`config.mk`:
```
export PLATFORM = sky130hd
export DESIGN_NAME = fb_fill
export DESIGN_NICKNAME = d
export VERILOG_FILES = /design/src/rtl/fb_fill.sv
export SDC_FILE = /design/constraint.sdc
export NUM_CORES = 1
export LEC_CHECK = 0
export ABC_CLOCK_PERIOD_IN_PS = 3770
export CAP_MARGIN = 25
export CORE_MARGIN = 1.5
export CORE_UTILIZATION = 30
export CTS_CLUSTER_SIZE = 8
export DETAILED_ROUTE_END_ITERATION = 10
export SLEW_MARGIN = 20
export SYNTH_ARGS = -nofsm -noshare
export SYNTH_HDL_FRONTEND = slang
export SYNTH_SLANG_ARGS = --single-unit
```
`constraint.sdc`:
```
create_clock -name clk -period 3.77 [get_ports clk]
set_input_delay 0.754 -clock clk [delete_from_list [all_inputs] [get_ports clk]]
set_output_delay 0.754 -clock clk [all_outputs]
set_load 0.03 [all_outputs]
```
`src/rtl/fb_fill.sv`:
```
// Rectangle fill engine: clips a command to the framebuffer and streams
// one masked 32-bit word write per cycle, row by row, with no gaps.
module fb_fill #(
  parameter int          H_RES     = 320,
  parameter int          V_RES     = 240,
  parameter logic [31:0] BASE_ADDR = 32'h0000_0000
) (
  input  logic        clk,
  input  logic        resetn,
  input  logic        cmd_valid,
  output logic        cmd_ready,
  input  logic [9:0]  cmd_x,
  input  logic [9:0]  cmd_y,
  input  logic [9:0]  cmd_w,
  input  logic [9:0]  cmd_h,
  input  logic [7:0]  cmd_color,
  output logic        busy,
  output logic        done,
  output logic [31:0] mem_addr,
  output logic [31:0] mem_wdata,
  output logic [3:0]  mem_wmask,
  output logic        mem_we
);
  localparam int          NUM_LANES = 4;
  localparam logic [10:0] H_END     = 11'(H_RES);
  localparam logic [10:0] V_END     = 11'(V_RES);

  typedef enum logic [1:0] {IDLE, SETUP, WRITE} state_t;
  state_t state, state_nxt;

  logic [9:0]  x_q, y_q, w_q, h_q;
  logic [7:0]  color_q;
  logic [10:0] x_end, y_end, cur_x, cur_y;
  logic [31:0] row_base;
  logic        done_q, done_set;

  logic [10:0] x_sum, y_sum;
  logic        empty;
  logic [11:0] word_next;
  logic        row_last, cmd_last;
  logic [NUM_LANES-1:0] lane_en;

  assign x_sum = {1'b0, x_q} + {1'b0, w_q};
  assign y_sum = {1'b0, y_q} + {1'b0, h_q};
  assign empty = (w_q == '0) || (h_q == '0) ||
                 ({1'b0, x_q} >= H_END) || ({1'b0, y_q} >= V_END);

  // row_base is word aligned, so word boundaries follow cur_x alone
  assign word_next = {1'b0, cur_x[10:2], 2'b00} + 12'd4;
  assign row_last  = word_next >= {1'b0, x_end};
  assign cmd_last  = row_last && (cur_y == y_end - 11'd1);

  generate
    for (genvar k = 0; k < NUM_LANES; k++) begin : g_lane
      logic [10:0] lane_x;
      assign lane_x     = {cur_x[10:2], 2'(k)};
      assign lane_en[k] = (cur_x[1:0] <= 2'(k)) && (lane_x < x_end);
    end
  endgenerate

  always_ff @(posedge clk or negedge resetn) begin
    if (!resetn) state <= IDLE;
    else         state <= state_nxt;
  end

  always_comb begin
    state_nxt = state;
    done_set  = 1'b0;
    case (state)
      IDLE:  if (cmd_valid) state_nxt = SETUP;
      SETUP: begin
        if (empty) begin
          state_nxt = IDLE;
          done_set  = 1'b1;
        end else begin
          state_nxt = WRITE;
        end
      end
      WRITE: begin
        if (cmd_last) begin
          state_nxt = IDLE;
          done_set  = 1'b1;
        end
      end
      default: state_nxt = IDLE;
    endcase
  end

  always_ff @(posedge clk or negedge resetn) begin
    if (!resetn) begin
      x_q      <= '0;
      y_q      <= '0;
      w_q      <= '0;
      h_q      <= '0;
      color_q  <= '0;
      x_end    <= '0;
      y_end    <= '0;
      cur_x    <= '0;
      cur_y    <= '0;
      row_base <= '0;
      done_q   <= 1'b0;
    end else begin
      done_q <= done_set;
      case (state)
        IDLE: begin
          if (cmd_valid) begin
            x_q     <= cmd_x;
            y_q     <= cmd_y;
            w_q     <= cmd_w;
            h_q     <= cmd_h;
            color_q <= cmd_color;
          end
        end
        SETUP: begin
          x_end    <= (x_sum > H_END) ? H_END : x_sum;
          y_end    <= (y_sum > V_END) ? V_END : y_sum;
          cur_x    <= {1'b0, x_q};
          cur_y    <= {1'b0, y_q};
          row_base <= BASE_ADDR + 32'(y_q) * 32'(H_RES);
        end
        WRITE: begin
          // per-row advance is an add, keeping multipliers out of the loop
          if (row_last) begin
            cur_x    <= {1'b0, x_q};
            cur_y    <= cur_y + 11'd1;
            row_base <= row_base + 32'(H_RES);
          end else begin
            cur_x <= word_next[10:0];
          end
        end
        default: ;
      endcase
    end
  end

  assign cmd_ready = (state == IDLE);
  assign busy      = ~cmd_ready;
  assign done      = done_q;
  assign mem_we    = (state == WRITE);
  assign mem_wmask = mem_we ? lane_en : '0;
  assign mem_addr  = mem_we ? row_base + {21'd0, cur_x[10:2], 2'b00} : '0;
  assign mem_wdata = mem_we ? {4{color_q}} : '0;

endmodule

```
==> out/metrics.csv, run 1 <==
metric,value,unit
run_status,"finished, final reports clean",
final_cell_mix,"dfrtp_1 (121), clkdlybuf4s50_1 (94), a21oi_1 (68), ha_1 (65), nand2_1 (64)",
overflow,0,
combPwrFrac,0.028,
antenna_left,0,
maxSlewHeadroom,0.475,
vias_per_cell,5.31,
ys_types,84,
grt_first_pass_wirelength,40900,um
cp-start-kind,flop,
port_buffers,120,
postSynthCellCount,1013,
wire_per_inst,16.4,um
synth_seq_area_share,0.318,
drtIter0Drc,485,
cts_resized,3,
cts_made_buffers,17,
synthFlopType,dfrtp_1,
crit_chain,"ha_1, a21o_1, a21oi_1, o21bai_2, a21oi_2, buf_12, nor3_1, mux2i_1, buf_12",
num_vias,8018,
setup_slack,0.135,ns
power_density,263,mW/mm2
busiest_layer,met2,
fp-row-count,65,
placed_cells,1477,
r2r_cells,12,
postCtsSetupRepairBufs,0,
cp_max_fo,35,
diodes,0,
fin_cells,1509,
met3_usage,0.0278,
ioPinCount,123,
synth-warning-count,0,
drv_slew,0,
globalRouteMet1Util,0.218,
dp_hpwl,17900,um
p_leak,5.13,nW
grt_pass1_vias,7863,
clock_sinks,121,
setup_viol_count_final,0,
cp_common_cell,buf_12,
synth_area,0.00951,mm2
cp-end-kind,primary output,
cts_buffer_depth,2,
grt_max_degree,74,
crit_path_max_incr_delay,0.47,ns
cp_slowest_cell,dfrtp_1,
syn_to_final_growth,23.2,%
p_int,2.35,mW
die_h,181,um
clk_latency,0.43,ns
fin_setup_tns,0,ns
coreArea,0.0314,mm2
pre_cts_ws,0.257,ns
htree_levels,4,
antenna_found_initial,0,
synth.avg_cell_area,9.39,um2
cp.arrival,2.88,ns
yosysTopAreaCell,dfrtp_1,
fin_skew,0.0120,ns
nets,1215,
finalCritPeriodShare,0.964,
synth_seq_cells,121,
drtPass1Iterations,8,
synth_edf_count,0,
path_clk_slew,0.06,ns
synth_top_cell_area_share,0.318,
drv_cap,0,
rsz0062_at_grt,no,
seq_power_share,0.421,
hold_violations,0,
ys_top_cells_by_area,"dfrtp_1 (32%), ha_1 (8.8%), mux2_2 (6.3%), xnor2_1 (5.0%), a21oi_1 (3.7%)",
swShare,0.237,
start_util,0.303,
worst_pin_slew,0.788,ns
track_usage,0.154,
cts-root-buf,clkbuf_16,
path_class,reg -> out,
place_area,0.0111,mm2
die_w,181,um
gp_congestion,0.840,
cts_tree,built,
wirelength,24800,um
async_flop_share,1.00,
worstHoldPathType,in -> async,
design_area,0.0117,mm2
die-area,0.0328,mm2
drive_gt1_frac,0.166,
fill_cells,3153,
post-route-drc-count,0,
use_met2,0.236,
fmax,275,MHz
final_common_cell,dfrtp_1,
switchingPower,0.729,mW
vdd_drop_max,0.000186,V
power_frac_clock,0.551,
period_needed,3.63,ns
cp.required,3.02,ns
cts_hold_buf,0,
final_core_util,0.373,
synth_stat cells (all sizes together), types with 11 or more instances:
master   count
nand3       23
buf         45
a21o        12
clkbuf      37
a21oi       70
or4         14
a211oi      26
xnor2       54
dfrtp      121
nand2b      14
o31ai       11
o211ai      14
nand2       65
o22ai       18
nor2b       16
and3        14
xor2        12
and2        15
a2111oi     18
mux2i       15
o21ai       35
nor2        39
ha          67
nor3        23
nand4       17
mux2        53
inv         51
final timing paths:
path	startpoint	to	slack, ns
max in group asynchronous	resetn	color_q[6]	2.54
setup reg to reg	cur_x[4]	cur_x[5]	0.38
hold reg to reg	x_end[3]	x_end[3]	0.48
setup / recovery	cur_x[7]	mem_addr[16]	0.14
min in group clk	x_end[3]	x_end[3]	0.48
hold / removal	resetn	row_base[25]	0.38
worst max-delay path, delay by kind of cell, from the launching register on:
family                     cells  cell delay [ns]
DFF                            1             0.47
and+or+nand+nor                1             0.07
adders and majority gates      1             0.35
AOI/OAI and AO/OA              4             0.78
muxes                          1             0.40
buffers and inverters          2             0.38
registers in the layout, indices dropped and copies added, names as in the netlist:
name / flops
y_q: 10
x_q: 10
cur_x: 11
x_end: 11
y_end: 11
color_q: 8
cur_y: 11
row_base: 26
done: 1
w_q: 10
h_q: 10
state: 2
kinds of logic after synthesis:
family / share of synthesized area
buf+inv: 0.0686
mux: 0.0786
compound gates: 0.219
fa+ha+maj: 0.0945
simple gates: 0.160
xor+xnor: 0.0608
flops: 0.318
other cells: 0.000394
layer usage:
| layer | up-vias | wire, um |
|---|---|---|
| met5 | - | 0 |
| met4 | 0 | 308 |
| met3 | 21 | 1090 |
| met2 | 194 | 11100 |
| met1 | 3904 | 12300 |
| li1 | 3899 | - |
power by group through the flow:
stage	sequential [mW]	clock, mW	combinational [mW]
after detailed placement	1.32	0	0.0894
after CTS	1.30	1.74	0.0896
after global routing	1.30	1.79	0.0958
after global placement	1.32	0	0.0885
after floorplan	1.32	0	0.00511
final	1.30	1.70	0.0863
cell type report:
class,instances,area [um2],share of cell area
Inverter,52,195,0.0167
Multi-Input combinational cell,759,5880,0.502
Clock inverter,14,160,0.0137
Timing Repair Buffer,143,1510,0.129
Sequential cell,121,3030,0.258
Clock buffer,18,439,0.0375
Tap cell,402,503,0.0429
per-stage QoR:
step / power [mW] / hold slack (ns)
final: 3.08 / 0.378
after global routing: 3.18 / 0.423
after CTS: 3.13 / 0.391
after detailed placement: 1.41 / 0.460
after global placement: 1.41 / 0.467
after floorplan: 1.33 / 0.448
No activity file was read; power rests on OpenSTA's default activity.
==> run 2, diff against run 1 <==
--- a/config.mk
+++ b/config.mk
@@ -8,7 +8,7 @@
 export ABC_CLOCK_PERIOD_IN_PS = 3770
 export CAP_MARGIN = 25
 export CORE_MARGIN = 1.5
-export CORE_UTILIZATION = 30
+export CORE_UTILIZATION = 35
 export CTS_CLUSTER_SIZE = 8
 export DETAILED_ROUTE_END_ITERATION = 10
 export SLEW_MARGIN = 20
==> run 2 against run 1 <==
Against the previous run: clock-buffer cell count grew 4; clock skew shrank 0.0044 ns; maximum frequency grew 0.71%; wire length shrank 2.0%; clock power is essentially flat; sequential power is essentially flat; critical path type unchanged; setup slack gained 0.025 ns.
==> out/metrics.csv, run 2 (synthesis results as in run 1) <==
metric,value,unit
swShare,0.215,
critPathBufInv,1,
antenna_found_initial,0,
path_class,reg -> out,
critPathTopFamily,compound AO/OA/AOI/OAI gates,
cts_buffer_depth,2,
num_vias,8002,
final_common_cell,dfrtp_1,
diodes,0,
fin_skew,0.00758,ns
die_w,168,um
cp-end-kind,primary output,
worstHoldPathType,in -> async,
cp-start-kind,flop,
largest_reg_flops,26,
hold_slack,0.355,ns
hold_violations,0,
final_cell_mix,"dfrtp_1 (120), clkdlybuf4s50_1 (95), a21oi_1 (68), ha_1 (65), nand2_1 (64)",
port_buffers,120,
htree_levels,4,
cp.arrival,2.86,ns
seq_power_share,0.421,
cp_max_fo,7,
fin_setup_tns,0,ns
cts_made_buffers,17,
switchingPower,0.662,mW
place_area,0.0109,mm2
r2r_cells,11,
syn_to_final_growth,21.1,%
nets,1214,
r2r_slack,0.50,ns
cp_common_cell,a21o_1,
cts_hold_buf,0,
p_leak,5.09,nW
cts_tree,built,
run_status,"finished, final reports clean",
vias_per_cell,5.53,
wirelength,24300,um
path_clk_slew,0.06,ns
setup_viol_count_final,0,
clk_latency,0.42,ns
grt_max_degree,80,
fmax,277,MHz
drv_slew,0,
cp_slowest_cell,dfrtp_1,
wire_per_inst,16.8,um
vdd_drop_max,0.000225,V
worst_pin_slew,0.797,ns
p_int,2.42,mW
fp-row-count,60,
rsz0062_at_grt,no,
die-area,0.0282,mm2
maxSlewHeadroom,0.467,
path_depth,8,
drv_cap,0,
track_usage,0.177,
ioPinCount,123,
drtPass1Iterations,5,
drive_gt1_frac,0.158,
crit_chain,"ha_1, a21o_1, a21o_1, a21oi_1, o2111ai_1, or2_2, a221oi_1, clkdlybuf4s15_1",
start_util,0.355,
cts-root-buf,clkbuf_16,
combPwrFrac,0.027,
crit_path_max_incr_delay,0.45,ns
coreArea,0.0268,mm2
grt_pass1_vias,7768,
dp_hpwl,17700,um
top_register,row_base,
die_h,168,um
post-route-drc-count,0,
drtIter0Drc,477,
finalCritPeriodShare,0.957,
power_density,268,mW/mm2
period_needed,3.61,ns
design_area,0.0115,mm2
power_frac_clock,0.552,
grt_first_pass_wirelength,40300,um
overflow,0,
cp.required,3.02,ns
gp_congestion,0.845,
antenna_left,0,
clock_sinks,121,
==> run 2: layer usage <==
metal  routed length [um]  track usage
met2                11000        0.284
met5                    0            0
met4                  232       0.0447
met3                 1070       0.0313
met1                12000        0.247
==> run 2: metrics by stage <==
stage          utilization  cells  worst slack [ns]  power (mW)
2_1_floorplan            -   1014             0.226        1.33
3_3_place_gp         0.406   1415             0.325        1.41
4_1_cts              0.429   1447            0.0157        3.12
6_report             0.430   1447             0.161        3.08
5_1_grt              0.430   1447           0.00883        3.18
3_5_place_dp         0.406   1415             0.255        1.41
==> run 2: layout make-up <==
cell class	instances	area [um2]
multi-input combinational	759	5880
inverter	52	195
timing repair buffer	142	1370
clock inverter	10	144
clock buffer	22	464
tap	341	427
fill	2593	15300
sequential	121	3030
==> run 2: final timing paths <==
path                       startpoint      endpoint
hold reg to reg              x_end[3]      x_end[3]
min in group clk             x_end[3]      x_end[3]
hold / removal                 resetn  row_base[29]
setup reg to reg             cur_x[4]      state[1]
setup / recovery             cur_x[4]  mem_wmask[2]
max in group asynchronous      resetn      cur_x[7]
==> run 2: power by group through the flow <==
| stage | logic (mW) | clock network, mW | registers (mW) |
|---|---|---|---|
| after floorplan | 0.00511 | 0 | 1.32 |
| after global placement | 0.0870 | 0 | 1.32 |
| after global routing | 0.0928 | 1.79 | 1.30 |
| final | 0.0836 | 1.70 | 1.30 |
| after detailed placement | 0.0869 | 0 | 1.32 |
| after CTS | 0.0871 | 1.74 | 1.30 |
==> run 2: timing repair <==
action                                 in CTS  in global routing
gates resized for setup                     8                  7
pin swaps                                   1                  0
buffers inserted                            0                  0
setup endpoints to repair                  15                 24
endpoints found under the hold margin       0                  0
==> run 3, diff against run 2 <==
--- a/config.mk
+++ b/config.mk
@@ -11,6 +11,7 @@
 export CORE_UTILIZATION = 35
 export CTS_CLUSTER_SIZE = 8
 export DETAILED_ROUTE_END_ITERATION = 10
+export SETUP_SLACK_MARGIN = 0.2
 export SLEW_MARGIN = 20
 export SYNTH_ARGS = -nofsm -noshare
 export SYNTH_HDL_FRONTEND = slang
==> run 3 against run 2 <==
Against the previous run: maximum frequency grew 4.2%; register-to-register slack about the same; sequential power about the same; setup slack better by 0.15 ns; sequential share of layout area shrank 0.19 points; largest power group unchanged.
==> out/metrics.csv, run 3 (synthesis results as in run 1) <==
metric,value,unit
design_area,0.0116,mm2
coreArea,0.0268,mm2
r2r_start,cur_x[4],
combPwrFrac,0.027,
setup_viol_count_final,0,
power_density,265,mW/mm2
cp.arrival,2.71,ns
cp_max_fo,14,
power_frac_clock,0.552,
worst_pin_slew,0.798,ns
vias_per_cell,5.57,
fin_setup_tns,0,ns
hold_violations,0,
cts_made_buffers,17,
die-area,0.0282,mm2
p_int,2.42,mW
cp-start-kind,flop,
drive_gt1_frac,0.172,
final_common_cell,dfrtp_1,
grt_first_pass_wirelength,40300,um
clock_sinks,121,
place_area,0.0109,mm2
die_h,168,um
r2r_cells,11,
switchingPower,0.661,mW
antenna_found_initial,0,
crit_path_max_incr_delay,0.46,ns
crit_start,cur_x[7],
port_buffers,120,
wirelength,24600,um
vdd_drop_max,0.000225,V
cts_tree,built,
gp_congestion,0.845,
drtPass1Iterations,5,
r2r_slack,0.49,ns
path_class,reg -> out,
antenna_left,0,
drv_slew,0,
start_util,0.355,
largest_reg_flops,26,
cts-root-buf,clkbuf_16,
p_leak,5.09,nW
fp-row-count,60,
crit_chain,"ha_4, a21o_1, a21oi_2, o21bai_4, a21oi_4, buf_12, or4_1, a21oi_1, buf_4",
fmax,289,MHz
run_status,"finished, final reports clean",
fin_skew,0.00769,ns
cp-end-kind,primary output,
timing.rr.end,state[1],
cp.required,3.02,ns
grt_max_degree,80,
htree_levels,4,
dp_hpwl,17700,um
ioPinCount,123,
grt_pass1_vias,7782,
final_core_util,0.434,
wire_per_inst,16.9,um
rsz0062_at_grt,no,
drv_cap,0,
die_w,168,um
path_clk_slew,0.06,ns
final_cell_mix,"dfrtp_1 (115), clkdlybuf4s50_1 (94), a21oi_1 (67), nand2_1 (64), ha_1 (64)",
maxSlewHeadroom,0.467,
clk_latency,0.42,ns
post-route-drc-count,0,
drtIter0Drc,470,
top_register,row_base,
track_usage,0.177,
num_vias,8097,
swShare,0.214,
cts_buffer_depth,2,
overflow,0,
worstHoldPathType,in -> async,
diodes,0,
cp_slowest_cell,or4_1,
finalCritPeriodShare,0.918,
period_needed,3.46,ns
nets,1221,
syn_to_final_growth,22.2,%
seq_power_share,0.421,
==> run 3: changes by cell type in the layout (fill, tap and decap cells not counted), sizes merged <==
cell	delta
dlymetal6s2s	-2
a21oi	+1
clkbuf	+1
buf	+6
clkdlybuf4s15	+2
clkdlybuf4s50	-1
==> run 3: worst max-delay path by stage <==
stage / to / slack (ns)
CTS: mem_addr[31] / 0.21
global placement: mem_addr[14] / 0.33
global route: mem_addr[11] / 0.19
finish: mem_addr[20] / 0.31
detailed placement: mem_addr[14] / 0.26
floorplan: mem_addr[26] / 0.23
==> run 3: power groups by stage <==
stage | sequential [mW] | combinational (mW) | clock [mW]
2_1_floorplan | 1.32 | 0.00511 | 0
3_3_place_gp | 1.32 | 0.0870 | 0
3_5_place_dp | 1.32 | 0.0869 | 0
4_1_cts | 1.30 | 0.0871 | 1.74
5_1_grt | 1.30 | 0.0928 | 1.79
6_report | 1.30 | 0.0836 | 1.70
==> run 3: routing by layer <==
metal / vias to the layer above / track usage / wire length, um
met3: 20 / 0.0313 / 1090
met4: 0 / 0.0447 / 271
met2: 210 / 0.286 / 11300
met1: 3955 / 0.247 / 12000
met5: - / 0 / 0
li1: 3912 / - / -
==> run 3: through the flow <==
step	std cells	hold slack, ns	power [mW]	setup WS, ns
after floorplan	1014	0.448	1.33	0.226
after global placement	1415	0.467	1.41	0.325
after detailed placement	1415	0.473	1.41	0.255
after CTS	1448	0.366	3.12	0.206
after global routing	1454	0.393	3.18	0.193
final	1454	0.355	3.08	0.308
==> run 3: critical path: cells and delay by family (launching register included) <==
family | cells | cell delay (ns)
fa+ha+maj | 1 | 0.28
buf+inv | 2 | 0.36
flops | 1 | 0.45
compound gates | 5 | 0.75
simple gates | 1 | 0.46
==> run 3: final cells by class <==
type	instances	area, um2
Fill cell	2595	15200
Multi-Input combinational cell	760	5920
Sequential cell	121	3040
Timing Repair Buffer	148	1430
Clock buffer	22	464
Tap cell	341	427
Inverter	52	195
Clock inverter	10	144
==> run 3: timing repair <==
action | in CTS | in global routing
pin swaps | 1 | 1
gates cloned | 0 | 2
hold buffers | 0 | 0
endpoints found under the setup margin | 25 | 24
gates resized for setup | 18 | 17
buffers inserted | 1 | 4
